`src/rtl/lfsr_gen.sv`:
```
// lfsr_gen: parametrised LFSR with Fibonacci/Galois forms, run-time seed
// load, all-zero lock-up recovery and measurement of the sequence period.
// The period is the number of steps taken to return to the reference
// state, which is the last loaded seed, the recovery seed, or the first
// state reached after a change of mode.

module lfsr_gen #(
   parameter int              WIDTH = 16,
   parameter logic [WIDTH-1:0] TAPS = 16'hB400,
   parameter logic [WIDTH-1:0] SEED = 16'h01AB
) (
   input  logic             clk,
   input  logic             reset,
   input  logic             enable,
   input  logic             load,
   input  logic [WIDTH-1:0] seed_in,
   input  logic             mode,
   output logic [WIDTH-1:0] state_out,
   output logic             bit_out,
   output logic             lockup,
   output logic [WIDTH-1:0] period,
   output logic             period_done
);

   logic [WIDTH-1:0] state_q;
   logic [WIDTH-1:0] ref_q;
   logic [WIDTH-1:0] step_cnt;
   logic             mode_q;

   logic             fib_fb;
   logic [WIDTH-1:0] fib_next;
   logic [WIDTH-1:0] gal_next;
   logic [WIDTH-1:0] next_state;

   // Next state in both forms; the requested mode picks one, so a step taken
   // right after a mode change already uses the new form.
   always_comb begin
      fib_fb     = ^(state_q & TAPS);
      fib_next   = {state_q[WIDTH-2:0], fib_fb};
      gal_next   = (state_q >> 1) ^ (state_q[0] ? TAPS : '0);
      next_state = mode ? gal_next : fib_next;
   end

   // Register update: reset, then load, then enable (recovery, re-reference
   // on mode change, or a normal step with period detection), else hold.
   always_ff @(posedge clk) begin
      if (!reset) begin
         state_q     <= SEED;
         ref_q       <= SEED;
         step_cnt    <= '0;
         period      <= '0;
         period_done <= 1'b0;
         mode_q      <= 1'b0;
      end else if (load) begin
         state_q     <= seed_in;
         ref_q       <= seed_in;
         step_cnt    <= '0;
         mode_q      <= mode;
         period_done <= 1'b0;
      end else if (enable) begin
         if (state_q == '0) begin
            state_q     <= SEED;
            ref_q       <= SEED;
            step_cnt    <= '0;
            period_done <= 1'b0;
         end else if (mode != mode_q) begin
            state_q     <= next_state;
            ref_q       <= next_state;
            step_cnt    <= '0;
            mode_q      <= mode;
            period_done <= 1'b0;
         end else begin
            state_q <= next_state;
            if (next_state == ref_q) begin
               period      <= step_cnt + 1'b1;
               step_cnt    <= '0;
               period_done <= 1'b1;
            end else begin
               step_cnt    <= step_cnt + 1'b1;
               period_done <= 1'b0;
            end
         end
      end else begin
         period_done <= 1'b0;
      end
   end

   // Serial bit and lock-up flag follow the current state combinationally.
   always_comb begin
      state_out = state_q;
      bit_out   = mode ? state_q[0] : state_q[WIDTH-1];
      lockup    = (state_q == '0);
   end

endmodule

```
`config.mk`:
```
export PLATFORM = sky130hd
export DESIGN_NAME = lfsr_gen
export DESIGN_NICKNAME = d
export VERILOG_FILES = /design/src/rtl/lfsr_gen.sv
export SDC_FILE = /design/constraint.sdc
export NUM_CORES = 1
export LEC_CHECK = 0
export CAP_MARGIN = 30
export CORE_UTILIZATION = 25
export DETAILED_ROUTE_END_ITERATION = 6
export REMOVE_ABC_BUFFERS = 1
export SLEW_MARGIN = 40
export SYNTH_ARGS = -nofsm -noshare
export SYNTH_HDL_FRONTEND = slang
export SYNTH_SLANG_ARGS = --single-unit
```
`constraint.sdc`:
```
create_clock -name clk -period 3.03 [get_ports clk]
set_clock_uncertainty 0.1 [all_clocks]
set_input_delay 0.909 -clock clk [delete_from_list [all_inputs] [get_ports clk]]
set_output_delay 0.909 -clock clk [all_outputs]
set_load 0.05 [all_outputs]
```
**After elaboration in Yosys (flattened, before gate mapping)**

Index checks and enable logic that the tools add are counted.

- Register bits after elaboration: 66
- Input port bits: 21
- Output and inout port bits: 35
- Word-level logic and storage cells: 44

- Add/subtract/negate cells: 1
- Eq/ne operators: 3
- Mux-type cells: 18
- Bitwise operators: 6
- Reduce and logical (&&, ||, !) cells: 10

Operator list:

| kind | count |
|---|---|
| $mux 16 | 12 |
| $add 16x1->16 const B | 1 |
| $eq 16x16->1 | 1 |
| $logic_not 16->1 | 1 |
| $reduce_xor 16->1 | 1 |
| $xor 15x16->16 | 1 |
| $mux 1 | 6 |
| $not 1->1 | 5 |
| $reduce_and 5->1 | 1 |
| $reduce_or 5->1 | 1 |
| $reduce_bool 2->1 | 2 |
| $reduce_and 3->1 | 1 |
| $reduce_bool 3->1 | 1 |
| $ne 2x2->1 const B | 1 |
| $reduce_and 2->1 | 1 |
| $reduce_or 2->1 | 1 |
| $ne 1x1->1 | 1 |

**Logic depth before layout (Yosys ltp)**

Gate-level depths: netlist of run 1.

- Depth after elaboration: 7
- Gate-level depth with buffers: 10
- Depth with buffers taken out: 9

**Least setup slack after synthesis of run 1**

No wires, ideal clock.

- Kind: in2out
- Start point: input port mode
- End point: output port bit_out
- Arrival: 2034 ps
- Required time: 2021 ps
- Path slack: -13 ps
- Stages on the path: 4
- Buffers on the path: 3
- Cell sequence: buf_6 > buf_4 > clkbuf_1 > mux2_2

- Word-level cells in the longest chain between the ends: 1

RTL lines:

| element | line | source |
|---|---|---|
| start, declared | 17 | `input logic mode,` |
| $mux 1 | 91 | `bit_out = mode ? state_q[0] : state_q[WIDTH-1];` |
| end, declared | 19 | `output logic bit_out,` |

No other way between the ends.

**Final worst setup path of run 1**

Ends and elaborated chain as after synthesis.

==> results.toml, run 1 <==
[setup_path]
crit_family = "buffers and inverters"
r2r_slack_ns = 0.41
endpoint_kind = "output port"
critPathKind = "in -> out"
slowest_delay_ns = 0.35
timing.critical_path.mode_cell = "buf_12"
worstReg2RegEnd = "period[6]$_SDFFE_PN0P_"
startpoint_type = "primary input"
worstPathRequired_ns = 2.02
arrival_ns = 1.89
ff2ff_path_depth = 9
reg2reg_from = "state_out[12]$_SDFFE_PN0P_"
path_cells = "dlygate4sd2_1 > buf_12 > buf_4 > mux2_2 > buf_12"
critPathMaxFanout = 8
cp_num_buf_inv = 4
crit_slowest_cell = "mux2_2"

[clock_network]
cts_buffers = 9
clk_latency_ns = 0.34
clkTransAtPathRegs_ns = 0.05
clockBufferDepth = 2
cts_tree = "done"
hold_buffers = 0
root_buffer = "clkbuf_16"
htreeDepth = 3
numClockSinks = 66

[timing]
min_period_over_period = 0.9562
clock.fmax_mhz = 345.2
slew_violations = 0
hold_violations = 0
finalWorstSetupSlack_ns = 0.1328
grt_setup_unrepaired = "false"
min_period_ns = 2.897
tightestPinTransition_ns = 0.6519
finalSetupViolations = 0
slew-limit-headroom = 0.5649

[floorplanning]
fp-row-count = 43
start_util = 0.2559
io_pins = 56
die_y_microns = 121.2
die_area_sq_um = 14690
core-area_sq_um = 13880
dieWidth_microns = 121.2

[cells_and_area]
antennaDiodeCount = 0
fin_cells = 683
layout-area-overhead-vs-synth_pct = 35.96
drive_gt1_frac = 0.1352
nets = 521

[detailed_routing]
dr.first_iter.drc_count = 198
wl_per_cell_microns = 14.42
drc_errors = 0
drtAntennaViolNets = 0
totalWireLength_microns = 9849
avgViaCountPerCell = 4.810
vias = 3285
dr.pass1.iters = 5

[run_status]
run_status = "finished, final reports clean"

[synthesis]
synth_cell_types = 49
synthCells = 423
avgSynthCellArea_sq_um = 8.398
syn-cell-area_sq_um = 3552
synth_edf_count = 0
synth_warnings = 0
async_flop_share = 0
synth_ff_type = "dfxtp_1"
ys_seq_area_frac = 0.3720
synth-seq-cells = 66

[worst_hold_path]
whs_endpoint = "period[14]$_SDFFE_PN0P_"
whs_path_depth = 2
min_from = "period[14]$_SDFFE_PN0P_"
worstHoldPathType = "reg -> reg"

[global_route]
grtUsageTotal = 0.1412
grt_max_degree = 38
grt_pass1_wl_microns = 15990
grt_overflow = 0
grt_pass1_vias = 3130
antenna_found_initial = 0

[pwr]
p_per_area_nw_per_um2 = 507.0
totalPowerFinal_mw = 2.449
power_leakage_nw = 1.945
ir_drop_uv = 265.8

[run]
drv_cap = 0

[placed_design]
pre_cts_slack_ns = -0.5592
port_buffers = 55
dp_hpwl_microns = 6904
place_congestion = 0.7818
dp_cells = 662
per-stage QoR:
| stage | hold WS [ns] | TNS [ns] | utilization | area (sq um) |
|---|---|---|---|---|
| detailed placement | 0.3497 | -11.05 | 0.3238 | 4494 |
| global placement | 0.3366 | -10.79 | 0.3236 | 4492 |
| finish | 0.3583 | 0 | 0.3479 | 4830 |
| CTS | 0.3561 | 0 | 0.3473 | 4821 |
| floorplan | 0.3269 | -2.922 | - | 3431 |
| global route | 0.3830 | 0 | 0.3479 | 4830 |
cell type report:
cell class	instances	area [sq um]
clock buffers	14	274.0
clock inverters	2	10.01
multi-input cells	325	2108
repair buffers	91	872.1
inverters	5	18.77
fillers	1413	9051
well taps	180	225.2
flip-flops and latches	66	1321
state kept, by name, summed over array words and instances, names as in the netlist:
register and cells:
mode_q 1, step_cnt 16, period 16, state_out 16, period_done 1, ref_q 16
layer usage:
metal  share of wire  vias to the layer above  global-route usage
li1                -                     1641                   -
met1            0.47                     1561              0.1791
met2            0.47                       74              0.2264
met3           0.049                        9             0.03055
met4           0.015                        0             0.06713
met5               0                        -                   0
worst max path at each step:
stage / slack (ns) / end / from / depth (start not counted)
final: 0.13 / bit_out / mode / 5
after global routing: 0.01 / period[8]$_SDFFE_PN0P_ / mode / 10
after CTS: 0.13 / period_done$_SDFF_PP0_ / mode / 10
after detailed placement: -0.56 / period_done$_SDFF_PP0_ / mode / 10
after global placement: -0.54 / period_done$_SDFF_PP0_ / mode / 10
after floorplan: -0.18 / period[0]$_SDFFE_PN0P_ / state_out[12]$_SDFFE_PN0P_ / 8
kinds of logic (layout without fill, tap and decap cells):
logic type	after synthesis	count (layout)	synth area share
AO/OA/AOI/OAI	77	77	0.1620
XOR/XNOR	31	31	0.08031
adder cells (fa/ha/maj)	2	2	0.007044
buffers and inverters	32	112	0.03945
flip-flops	66	66	0.3720
multiplexers	31	31	0.09405
AND/OR/NAND/NOR	184	184	0.2452
worst reg2reg max path: stages (launching register included):
cell and delay, ns:
dfxtp_1 0.50, inv_1 0.08, ha_1 0.29, xnor3_1 0.25
xnor2_1 0.17, nor4_1 0.23, a31oi_1 0.16, nor4_4 0.34
buf_12 0.22, mux2i_1 0.20
Yosys cell counts, types with 9 or more instances:
cell type	instances	area, sq um
and2_1	11	68.82
clkbuf_1	20	75.07
dfxtp_1	66	1321
mux2i_1	25	250.2
nand2_1	97	364.1
nand3_1	18	90.09
nor2_1	20	75.07
o211a_1	10	100.1
o21ai_0	18	90.09
o221ai_1	9	78.83
xnor2_1	18	157.7
xor2_1	12	105.1
power breakdown:
| group | total, mW | switching [mW] | internal [mW] |
|---|---|---|---|
| Combinational | 0.491 | 0.270 | 0.220 |
| Clock | 0.991 | 0.373 | 0.618 |
| Sequential | 0.967 | 0.0574 | 0.910 |
| Total | 2.45 | 0.700 | 1.75 |
cell usage in the layout (no fill, tap or decap), types with 9 or more instances in the layout:
cell              n
clkdlybuf4s50_1  51
o211a_1          10
xor2_1           12
buf_4            33
nand2_1          97
o21ai_0          17
clkbuf_16         9
and2_1           11
nand3_1          18
xnor2_1          18
nor2_1           19
dfxtp_1          66
mux2i_1          25
o221ai_1          9
timing repair:
item | 4_1_cts | 5_1_grt
hold endpoints to repair | 0 | 0
setup endpoints to repair | 23 | 2
gates resized for setup | 2 | 2
buffers inserted | 5 | 0
(Power assumes the default switching activity.)
==> run 2: changes to the inputs <==
--- a/config.mk
+++ b/config.mk
@@ -8,6 +8,8 @@
 export CAP_MARGIN = 30
 export CORE_UTILIZATION = 25
 export DETAILED_ROUTE_END_ITERATION = 6
+export DONT_BUFFER_PORTS = 1
+export MAX_ROUTING_LAYER = met4
 export REMOVE_ABC_BUFFERS = 1
 export SLEW_MARGIN = 40
 export SYNTH_ARGS = -nofsm -noshare
==> run 2 against run 1 <==
  * First-iteration DRC count grew 14%
  * Critical path depth shrank 1
  * Register-to-register slack gained 0.07 ns
  * Design area shrank 14%
  * Cell count shrank 9.7%
  * Largest power group unchanged
  * Non-clock buffer count shrank 66
  * Critical path type is now reg -> out
  * Clock-buffer cell count is the same
  * Wire length shrank 2.0%
  * Worst setup slack gained 0.066 ns
==> results.toml, run 2 (synthesized netlist as in run 1, its figures left out) <==
[run_status]
run_status = "finished, final reports clean"

[timing]
tightestPinTransition_ns = 0.6130
min_period_ns = 2.831
min_period_over_period = 0.9343
whs_ns = 0.3541
grt_setup_unrepaired = "false"
finalSetupViolations = 0
clock.fmax_mhz = 353.2
hold_violations = 0
slew-limit-headroom = 0.5908
slew_violations = 0

[cells_and_area]
antennaDiodeCount = 0
drive_gt1_frac = 0.1167
final_common_cell = "nand2_1"
layout-area-overhead-vs-synth_pct = 16.98
nets = 455
final_cell_mix = "97 x nand2_1, 66 x dfxtp_1, 25 x mux2i_1, 24 x buf_4, 20 x nor2_1"
fin_cells = 617
fin_util = 0.2994

[clock_network]
cts_buffers = 9
cts_tree = "done"
clkTransAtPathRegs_ns = 0.05
htreeDepth = 3
postCtsSetupRepairBufs = 0
ctsResizeCount = 0
hold_buffers = 0
clockBufferDepth = 2
clk_latency_ns = 0.34
root_buffer = "clkbuf_16"
numClockSinks = 66

[global_route]
grt_overflow = 0
grt_pass1_vias = 3046
antenna_found_initial = 0
grt_max_degree = 67
grtUsageTotal = 0.1420
grt_pass1_wl_microns = 15540

[setup_path]
startpoint_type = "register"
arrival_ns = 1.82
r2r_slack_ns = 0.48
critPathMaxFanout = 5
ff2ff_path_depth = 8
endpoint_kind = "output port"
critPathKind = "reg -> out"
worstReg2RegEnd = "period[7]$_SDFFE_PN0P_"
reg2reg_from = "state_out[10]$_SDFFE_PN0P_"
worstPathRequired_ns = 2.02

[floorplanning]
fp-row-count = 43
dieWidth_microns = 121.2
die_y_microns = 121.2
start_util = 0.2559
die_area_sq_um = 14690
core-area_sq_um = 13880
io_pins = 56

[detailed_routing]
dr.first_iter.drc_count = 225
vias = 3083
avgViaCountPerCell = 4.997
totalWireLength_microns = 9648
drc_errors = 0
wl_per_cell_microns = 15.64
drtAntennaViolNets = 0
dr.pass1.iters = 5

[worst_hold_path]
min_from = "step_cnt[15]$_SDFFE_PP0P_"
worstHoldPathType = "reg -> reg"
whs_endpoint = "step_cnt[15]$_SDFFE_PP0P_"
whs_path_depth = 2

[placed_design]
dp_cells = 601
place_congestion = 0.8205
port_buffers = 0
dp_hpwl_microns = 6684

[pwr]
power_leakage_nw = 1.666
p_per_area_nw_per_um2 = 576.5
ir_drop_uv = 246.3

[run]
drv_cap = 0
==> run 2: critical path: stages (launching register included) <==
cell and delay, ns:
dfxtp_1 0.51, nor4b_1 0.36, nand4_1 0.27, clkinv_1 0.14, buf_4 0.21
==> run 2: layer usage <==
layer	GRT usage	wire, microns
met1	0.1674	4246
met2	0.2250	4607
met3	0.04135	589
met4	0.06019	204
met5	-	0
==> run 2: worst max-delay path by stage <==
stage               cells after the start                        from  slack, ns                        to
finish                                  4   state_out[3]$_SDFFE_PN1P_       0.20                    lockup
global route                            4   state_out[3]$_SDFFE_PN1P_       0.07                    lockup
CTS                                     4   state_out[3]$_SDFFE_PN1P_       0.18                    lockup
detailed placement                      6                        mode       0.29  step_cnt[1]$_SDFFE_PP0P_
global placement                        6                        mode       0.30  step_cnt[1]$_SDFFE_PP0P_
floorplan                               8  state_out[12]$_SDFFE_PN0P_      -0.18    period[0]$_SDFFE_PN0P_
==> run 2: layout make-up <==
| class | count | area (sq um) |
|---|---|---|
| Multi-Input combinational cell | 325 | 2091 |
| Clock buffer | 14 | 264.0 |
| Fill cell | 1457 | 9726 |
| Sequential cell | 66 | 1321 |
| Tap cell | 180 | 225.2 |
| Inverter | 5 | 18.77 |
| Clock inverter | 2 | 35.03 |
| Timing Repair Buffer | 25 | 200.2 |
==> run 2: stage by stage <==
| step | setup TNS (ns) | instance area (sq um) | setup slack [ns] | power [mW] |
|---|---|---|---|---|
| 2_1_floorplan | -2.922 | 3431 | -0.1826 | 1.255 |
| 3_3_place_gp | 0 | 3856 | 0.3011 | 1.351 |
| 3_5_place_dp | 0 | 3856 | 0.2946 | 1.360 |
| 4_1_cts | 0 | 4155 | 0.1791 | 2.417 |
| 5_1_grt | 0 | 4155 | 0.07022 | 2.487 |
| 6_report | 0 | 4155 | 0.1989 | 2.396 |
==> run 2: power by group <==
group | total, mW | switching, mW | internal, mW
Combinational | 0.384 | 0.233 | 0.151
Sequential | 0.960 | 0.0500 | 0.910
Clock | 1.05 | 0.371 | 0.681
Total | 2.40 | 0.653 | 1.74
==> run 3: changes to the inputs <==
--- a/config.mk
+++ b/config.mk
@@ -5,6 +5,7 @@
 export SDC_FILE = /design/constraint.sdc
 export NUM_CORES = 1
 export LEC_CHECK = 0
+export ABC_CLOCK_PERIOD_IN_PS = 3220
 export CAP_MARGIN = 30
 export CORE_UTILIZATION = 25
 export DETAILED_ROUTE_END_ITERATION = 6
==> constraint.sdc (replaced) <==
create_clock -name clk -period 3.22 [get_ports clk]
set_clock_uncertainty 0.1 [all_clocks]
set_input_delay 0.483 -clock clk [delete_from_list [all_inputs] [get_ports clk]]
set_output_delay 0.483 -clock clk [all_outputs]
set_load 0.05 [all_outputs]
==> run 3 against run 2 <==
  * Design area rose by 0.18%
  * Core utilization is 0.054 points higher
  * Hold slack worse by 0.18 ns
  * Combinational power decreased by 5%
  * Die area unchanged
==> results.toml, run 3 (synthesized netlist as in run 1, its figures left out) <==
[run_status]
run_status = "finished, final reports clean"

[setup_path]
critPathKind = "reg -> reg"
setup.worst_path.start = "state_out[13]$_SDFFE_PN0P_"
reg2reg_from = "state_out[13]$_SDFFE_PN0P_"
critPathMaxFanout = 16
timing.critical_path.mode_cell = "buf_4"
slowest_delay_ns = 0.34
endpoint_kind = "register"
startpoint_type = "register"
r2r_slack_ns = 0.49
worstPathRequired_ns = 3.38
ff2ff_path_depth = 10
worstSetupEndpoint = "period[7]$_SDFFE_PN0P_"
worstReg2RegEnd = "period[7]$_SDFFE_PN0P_"
path_cells = "inv_1 > ha_1 > xnor3_1 > xnor2_1 > nor4_1 > a31oi_1 > buf_4 > nor4_4 > buf_4 > mux2i_1"
crit_slowest_cell = "buf_4"
arrival_ns = 2.89

[timing]
grt_setup_unrepaired = "false"
min_period_over_period = 0.8472
tightestPinTransition_ns = 0.6807
finalSetupViolations = 0
clock.fmax_mhz = 366.6
hold_violations = 0
finalSetupTns_ns = 0
finalWorstSetupSlack_ns = 0.4919
slew_violations = 0
slew-limit-headroom = 0.5441
min_period_ns = 2.728

[global_route]
antenna_found_initial = 0
grt_pass1_vias = 2894
grt_overflow = 0
grtUsageTotal = 0.1384
grt_pass1_wl_microns = 15320
grt_max_degree = 67

[detailed_routing]
drc_errors = 0
wl_per_cell_microns = 15.54
totalWireLength_microns = 9544
vias = 3047
dr.first_iter.drc_count = 241
dr.pass1.iters = 4
drtAntennaViolNets = 0
avgViaCountPerCell = 4.963

[run]
drv_cap = 0

[cells_and_area]
antennaDiodeCount = 0
fin_util = 0.2999
final_cell_mix = "97 x nand2_1, 66 x dfxtp_1, 25 x mux2i_1, 22 x buf_4, 19 x nor2_1"
fill_cells = 1453
final_common_cell = "nand2_1"
drive_gt1_frac = 0.1198
final_cell_area_sq_um = 4163
nets = 452
layout-area-overhead-vs-synth_pct = 17.19

[pwr]
p_per_area_nw_per_um2 = 570.2
power_leakage_nw = 1.666
totalPowerFinal_mw = 2.373
ir_drop_uv = 274.1

[clock_network]
htreeDepth = 3
clkTransAtPathRegs_ns = 0.06
cts_buffers = 9
hold_buffers = 0
clockBufferDepth = 2
cts_tree = "done"
ctsResizeCount = 0
numClockSinks = 66
root_buffer = "clkbuf_16"
clk_latency_ns = 0.34
postCtsSetupRepairBufs = 0

[floorplanning]
die_area_sq_um = 14690
io_pins = 56
dieWidth_microns = 121.2
start_util = 0.2559
die_y_microns = 121.2
core-area_sq_um = 13880
fp-row-count = 43

[placed_design]
dp_hpwl_microns = 6637
pre_cts_slack_ns = 0.5072
place_congestion = 0.8050
port_buffers = 0
dpl_cell_area_sq_um = 3824

[worst_hold_path]
worstHoldPathType = "in -> reg"
## run 3: worst min path at each step
stage | from | endpoint | slack, ns | cells past startpoint
after CTS | reset | state_out[7]$_SDFFE_PN1P_ | 0.12 | 1
after floorplan | step_cnt[10]$_SDFFE_PP0P_ | step_cnt[10]$_SDFFE_PP0P_ | 0.33 | 2
after global placement | step_cnt[15]$_SDFFE_PP0P_ | step_cnt[15]$_SDFFE_PP0P_ | 0.34 | 2
after detailed placement | step_cnt[15]$_SDFFE_PP0P_ | step_cnt[15]$_SDFFE_PP0P_ | 0.34 | 2
final | reset | state_out[7]$_SDFFE_PN1P_ | 0.18 | 1
after global routing | reset | ref_q[0]$_SDFFE_PN1P_ | 0.14 | 1
## run 3: per-layer routing
layer	GRT usage	vias to the layer above	wire length (microns)
li1	-	1501	-
met1	0.1683	1467	4298
met2	0.2136	69	4491
met3	0.04699	10	636
met4	0.04630	0	118
met5	-	-	0
## run 3: final cells by class
type                    instances  area [sq um]  area share
clock inverters                 4         72.57     0.01743
multi-input cells             325          2093      0.5029
repair buffers                 22         165.2     0.03968
inverters                       5         18.77    0.004509
clock buffers                  12         266.5     0.06402
flip-flops and latches         66          1321      0.3174
well taps                     180         225.2     0.05410
## run 3: through the flow
| step | cells | hold slack (ns) |
|---|---|---|
| 6_report | 614 | 0.1773 |
| 5_1_grt | 614 | 0.1435 |
| 4_1_cts | 614 | 0.1232 |
| 3_5_place_dp | 598 | 0.3446 |
| 3_3_place_gp | 598 | 0.3369 |
| 2_1_floorplan | 396 | 0.3269 |
## run 3: report_power, final
part | switching [mW] | internal, mW | leakage [nW]
registers | 0.0434 | 0.856 | 0.541
logic | 0.223 | 0.142 | 0.960
clock network | 0.370 | 0.740 | 0.165
## run 3: worst max-delay path, delay by kind of cell, from the launching register on
| family | cells | cell delay, ns |
|---|---|---|
| buf+inv | 3 | 0.66 |
| xor+xnor | 2 | 0.44 |
| simple gates | 2 | 0.42 |
| flops | 1 | 0.33 |
| fa+ha+maj | 1 | 0.29 |
| mux | 1 | 0.23 |
| compound gates | 1 | 0.18 |
